===== src/rtl/display_avg_bank.sv =====
// Box-car averages N channels over 2^AVG_LOG2 valid samples and publishes them to display registers.
// Latency: one clock from the window-completing sample edge to ch_display/update.
// No backpressure: every valid sample is accepted; freeze only suppresses publishing.
// Optional feature macro: PEAK_HOLD_EN (adds peak_display/peak_clear and per-channel peak registers).
module display_avg_bank #(
  parameter int N        = 5,
  parameter int W        = 12,
  parameter int AVG_LOG2 = 2
) (
  input  logic                clk,
  input  logic                reset,
  input  logic                sample_valid,
  input  logic [N*W-1:0]      ch_in,
  input  logic                freeze,
  input  logic                clear,
`ifdef PEAK_HOLD_EN
  input  logic                peak_clear,
  output logic [N*W-1:0]      peak_display,
`endif
  output logic [N*W-1:0]      ch_display,
  output logic                update,
  output logic [AVG_LOG2:0]   window_cnt
);

  localparam int AW = W + AVG_LOG2;
  localparam int CW = AVG_LOG2 + 1;
  localparam logic [CW-1:0] LAST = CW'((1 << AVG_LOG2) - 1);

  logic [CW-1:0]         cnt_q, cnt_d;
  logic [N-1:0][AW-1:0]  acc_q, acc_d;
  logic [N-1:0][AW-1:0]  sum;
  logic [N-1:0][W-1:0]   avg;
  logic [N-1:0][W-1:0]   disp_q, disp_d;
  logic                  upd_q, upd_d;
  logic                  take;
  logic                  complete;
  logic                  publish;

  // A sample is only taken when clear is low; clear drops any coincident sample.
  assign take     = sample_valid && !clear;
  assign complete = take && (cnt_q == LAST);
  assign publish  = complete && !freeze;

  // Running sum including the current sample, and its truncated window average.
  always_comb begin
    sum = '0;
    avg = '0;
    for (int k = 0; k < N; k++) begin
      sum[k] = acc_q[k] + AW'(ch_in[k*W +: W]);
      avg[k] = sum[k][AVG_LOG2 +: W];
    end
  end

  // Accumulator / window counter next state: clear wins, completion restarts the window.
  always_comb begin
    acc_d = acc_q;
    cnt_d = cnt_q;
    if (clear) begin
      acc_d = '0;
      cnt_d = '0;
    end else if (sample_valid) begin
      if (complete) begin
        acc_d = '0;
        cnt_d = '0;
      end else begin
        acc_d = sum;
        cnt_d = cnt_q + CW'(1);
      end
    end
  end

  // Display registers load the average only on an unfrozen completing sample.
  always_comb begin
    disp_d = publish ? avg : disp_q;
    upd_d  = publish;
  end

  // State registers.
  always_ff @(posedge clk or posedge reset) begin
    if (reset) begin
      acc_q  <= '0;
      cnt_q  <= '0;
      disp_q <= '0;
      upd_q  <= 1'b0;
    end else begin
      acc_q  <= acc_d;
      cnt_q  <= cnt_d;
      disp_q <= disp_d;
      upd_q  <= upd_d;
    end
  end

  assign ch_display = disp_q;
  assign update     = upd_q;
  assign window_cnt = cnt_q;

`ifdef PEAK_HOLD_EN
  logic [N-1:0][W-1:0] peak_q, peak_d;
  logic [N-1:0][W-1:0] peak_base;

  // Peak clear applies first, then a publish compares its average against what remains.
  always_comb begin
    peak_base = '0;
    peak_d    = '0;
    for (int k = 0; k < N; k++) begin
      peak_base[k] = peak_clear ? '0 : peak_q[k];
      peak_d[k]    = (publish && (avg[k] > peak_base[k])) ? avg[k] : peak_base[k];
    end
  end

  // Peak registers.
  always_ff @(posedge clk or posedge reset) begin
    if (reset) begin
      peak_q <= '0;
    end else begin
      peak_q <= peak_d;
    end
  end

  assign peak_display = peak_q;
`endif

endmodule


===== config.mk =====
export PLATFORM = sky130hd
export DESIGN_NAME = display_avg_bank
export DESIGN_NICKNAME = d
export VERILOG_FILES = /design/src/rtl/display_avg_bank.sv
export SDC_FILE = /design/constraint.sdc
export NUM_CORES = 1
export LEC_CHECK = 0
export ABC_AREA = 1
export CORE_MARGIN = 2
export CORE_UTILIZATION = 46
export CTS_BUF_LIST = sky130_fd_sc_hd__clkbuf_16
export DETAILED_ROUTE_END_ITERATION = 6
export GPL_TIMING_DRIVEN = 0
export PLACE_DENSITY = 0.69
export SLEW_MARGIN = 20
export SYNTH_ARGS = -nofsm -noshare
export SYNTH_HDL_FRONTEND = slang
export SYNTH_SLANG_ARGS = --single-unit
export TNS_END_PERCENT = 5

===== constraint.sdc =====
create_clock -name clk -period 6.4 [get_ports clk]
set_clock_uncertainty 0.2 [all_clocks]
set_input_delay 1.92 -clock clk [delete_from_list [all_inputs] [get_ports clk]]
set_output_delay 1.92 -clock clk [all_outputs]
set_load 0.03 [all_outputs]

Word level (Yosys, flattened, before mapping). Cells that the tools add are included.

Memories kept: 0. Bits in registers: 134. Input port bits: 65. Memory bits (writable): 0. Bits in latches: 0. Bits in read-only memories: 0. Output and inout port bits: 64.

Shift operators: 0. Multiplexer cells: 6. Multipliers: 0. Add/sub/neg operators: 6. Div/mod/pow operators: 0. Equal/unequal tests: 1. Bitwise operators: 0. Reductions and logical operators: 6. $lt $le $gt $ge: 0.

Operator list (count): $mux W70 (3); $add A14 B12 Y14 (5); $mux W3 (3); $add A3 B1 Y3 const B (1); $eq A3 B2 Y1 const B (1); $logic_and A1 B1 Y1 (3); $logic_not A1 Y1 (2); $reduce_bool A2 Y1 (1).

Depth between registers and ports, before layout.
Depth after elaboration: 6. Depth in mapped cells: 10. Depth with buffers taken out: 10.

Worst setup path before layout. No wires, ideal clock.

Kind: input-to-reg. From: input port ch_in[0]. To: register acc_q[6] in the netlist's numbering. Data arrival time: 3275 ps. Slack: 2808 ps. Stages on the path: 9. Setup time: 117 ps. Path buffers: 0. Cell sequence: ha_1 fa_1 nand3_1 nand3_1 nand2_1 nand2_1 or2_2 nand3_1 nand2_1.

Word-level cells in the longest chain between the ends: 4.

Ends and longest elaborated chain: start: declaration (line 13) `input logic [N*W-1:0] ch_in,`; $add A14 B12 Y14 (line 49) `sum[k] = acc_q[k] + AW'(ch_in[k*W +: W]);`; $mux W70 (line 62) `if (complete) begin`; $mux W70 (line 61) `end else if (sample_valid) begin`; $mux W70 (line 58) `if (clear) begin`; end signal: assignment (line 81) `acc_q <= '0;`; end signal: assignment (line 86) `acc_q <= acc_d;`; end: declaration (line 30) `logic [N-1:0][AW-1:0] acc_q, acc_d;`.

No other way between the ends. The select of a mux whose other input is x is not followed. A chain may end at the register's enable or synchronous reset.

Worst setup path in the final report.
From: input port ch_in[12]. To: register disp_q (netlist bit ch_display[16]).

Word-level cells in the longest chain between the ends: 1.

Ends and longest elaborated chain: $add A14 B12 Y14 (line 49); end signal: assignment (line 88) `disp_q <= disp_d;`; end: declaration (line 33) `logic [N-1:0][W-1:0] disp_q, disp_d;`.

No other way between the ends.

==> results.ini <==
[clock_network]
htree_levels=4
post-cts-setup-buffers=0
clkLatencyLatePin_ps=420
clockBufferDepth=2
cts.sinks=134
clockRootBuffer=clkbuf_16
cts_tree=done
hold_buffers=0
post_cts_resized=0
cts_buffers=17
path_clk_slew_ps=60

[place]
dp_slack_ps=2120
dp_hpwl_mm=17.6
placedCellCount=1595
io_buffers=128
gp_congestion=0.894
dpl_cell_area_sq_um=10300

[timing]
tns_ps=0
hold_viol=0
fin_ws_ps=2520
setup_viol=0
slew_headroom_pct=54.9
tightest_slew_ps=674
finalCritPeriodShare_pct=60.7
fin_crit_ps=3880
rsz0062_at_grt=false
maxSlewViolCount=0
max_freq_mhz=257

[grt]
busiest_layer=met2
grtUsageMet3_pct=4.86
grt_pass1_wl_mm=38.6
grt_pass1_vias=7891
antenna_found_initial=0
grt_use_met1_pct=32.1
grt_max_degree=95
grt_usage_pct=24.4
gr-total-overflow=0
met2_usage_pct=41.7

[floorplan]
die-area_sq_um=20100
die-height_um=142
rows=50
coreArea_sq_um=18600
start_util_pct=46.9
dieWidth_um=142
pin_count=129

[routing]
drtIter0Drc=397
dr.pass1.iters=5
viasPerCell=4.95
drc_errors=0
vias=8043
routedWlPerCell_um=14.3
final_antenna_net_count=0
routed_wl_mm=23.3

[critical_path]
cp-end-kind=flop
r2r_cells=9
critical_path_class=in2reg
crit_path_cell_trace=clkdlybuf4s50_1 -> ha_1 -> fa_1 -> nand3_1 -> nand3_1 -> nand2_1 -> nand2_1 -> or2_2 -> nand3_1 -> nand2_1
startpoint_type=input port
crit_path_max_incr_delay_ps=460
critPathArrivalTime_ps=3990
crit_slowest_cell=clkdlybuf4s50_1
cp.required_ps=6510
path_max_fanout=4

[logic_synthesis]
synth.top_cell.area_share_pct=38.4
ys.warnings.count=0
synth_seq_area_share_pct=38.4
syn_inst=1232
synthArstFlopShare_pct=100
synth_area_leader_cell=dfrtp_1
yosys_register_bits=134
syn_avg_cell_area_sq_um=7.09
synth.distinct_cells=25
synth_edf_count=0
ys_top_cells_by_count=nand2_1, inv_1, dfrtp_1, nand3_1, ha_1
yosysMostFrequentCell=nand2_1
syn-num-nets=1363
synth_area_leaders=dfrtp_1, nand2_1, ha_1
ys_dominant_reg_cell=dfrtp_1
synth_area_sq_um=8740

[finish]
drive_gt1_share_pct=4.17
nNetsFinal=1511
final_cells=1625
design_area_sq_um=10900
num_antenna_cells=0
area_delta_synth_final_pct=24.5
fillers=1774

[pwr]
cellPowerDensity_nw_per_um2=266
cellLeakagePower_nw=5.97
power_mw=2.90
irDropWorstVdd_v=0.000194

[worst_hold_path]
hold_depth=2
hp-class=reg2reg

[status]
status=finished clean

[job]
max_cap_viol_count=0

==> sequential cells by signal (all words and copies together) (netlist names) <==
register / cells
ch_display: 60
update: 1
acc_q: 70
window_cnt: 3
==> logic make-up (layout without fill, tap and decap cells) <==
logic type | count (synthesis) | count (layout) | share of synthesized area (%)
DFF | 134 | 134 | 38.4
buffers and inverters | 187 | 346 | 9.09
AOI/OAI and AO/OA | 87 | 87 | 5.70
adders and majority gates | 66 | 66 | 9.88
and+or+nand+nor | 728 | 728 | 33.9
xor gates and xnor gates | 30 | 30 | 3.01
==> final cells by class <==
type	count	area, sq um	share of cell area, %
Timing Repair Buffer	129	1310	12.0
Buffer	27	194	1.78
Clock inverter	13	104	0.955
Tap cell	234	293	2.69
Multi-Input combinational cell	911	4590	42.2
Inverter	160	608	5.59
Clock buffer	17	425	3.91
Sequential cell	134	3350	30.8
==> placed cells by master, fill, tap and decap left out, types with 3 or more instances in the layout <==
cell type | Yosys | final
a21oi_1 | 25 | 25
a22o_1 | 12 | 12
buf_2 | 5 | 5
buf_4 | 7 | 7
buf_6 | 8 | 8
clkbuf_1 | 7 | 7
clkbuf_16 | 0 | 17
clkdlybuf4s50_1 | 0 | 128
clkinv_1 | 0 | 3
dfrtp_1 | 134 | 134
fa_1 | 5 | 5
ha_1 | 61 | 61
inv_1 | 156 | 161
inv_2 | 4 | 4
nand2_1 | 524 | 524
nand3_1 | 120 | 120
nand3b_1 | 5 | 5
nand4_1 | 15 | 15
nor2_1 | 57 | 57
o21ai_0 | 29 | 29
o21ai_1 | 16 | 16
o21ai_2 | 4 | 4
or2_2 | 5 | 5
xnor2_1 | 20 | 20
xor2_1 | 10 | 10
==> per-stage QoR <==
step                      hold WS (ps)  util (%)
after floorplan                    253         -
after global placement             255      55.3
after detailed placement           265      55.5
after CTS                          278      58.3
after global routing               297      58.3
final                              274      58.3
==> critical path: cells and delay by family <==
family	cells	cell delay, ps
simple gates	7	890
fa+ha+maj	2	720
buf+inv	1	460
==> worst paths after layout <==
path                                startpoint        endpoint  slack (ps)
worst max-delay path                 ch_in[12]  ch_display[16]        2520
worst min-delay path            ch_display[48]  ch_display[48]         270
max in group asynchronous                reset       acc_q[64]        3540
worst min register to register  ch_display[48]  ch_display[48]         270
worst max register to register       acc_q[14]  ch_display[16]        4120
min in group asynchronous                reset       acc_q[40]        1690
==> per-layer routing <==
| metal | wire length (um) | vias up |
|---|---|---|
| li1 | - | 4181 |
| met1 | 10900 | 3662 |
| met2 | 10900 | 177 |
| met3 | 1100 | 23 |
| met4 | 374 | 0 |
| met5 | 0 | - |
==> power breakdown <==
part / leakage (nW) / switching [mW] / total, mW / internal, mW
Sequential: 1.80 / 0.0757 / 1.03 / 0.956
Clock: 0.282 / 0.356 / 0.910 / 0.553
Combinational: 3.88 / 0.580 / 0.956 / 0.376
(Power assumes the default switching activity.)
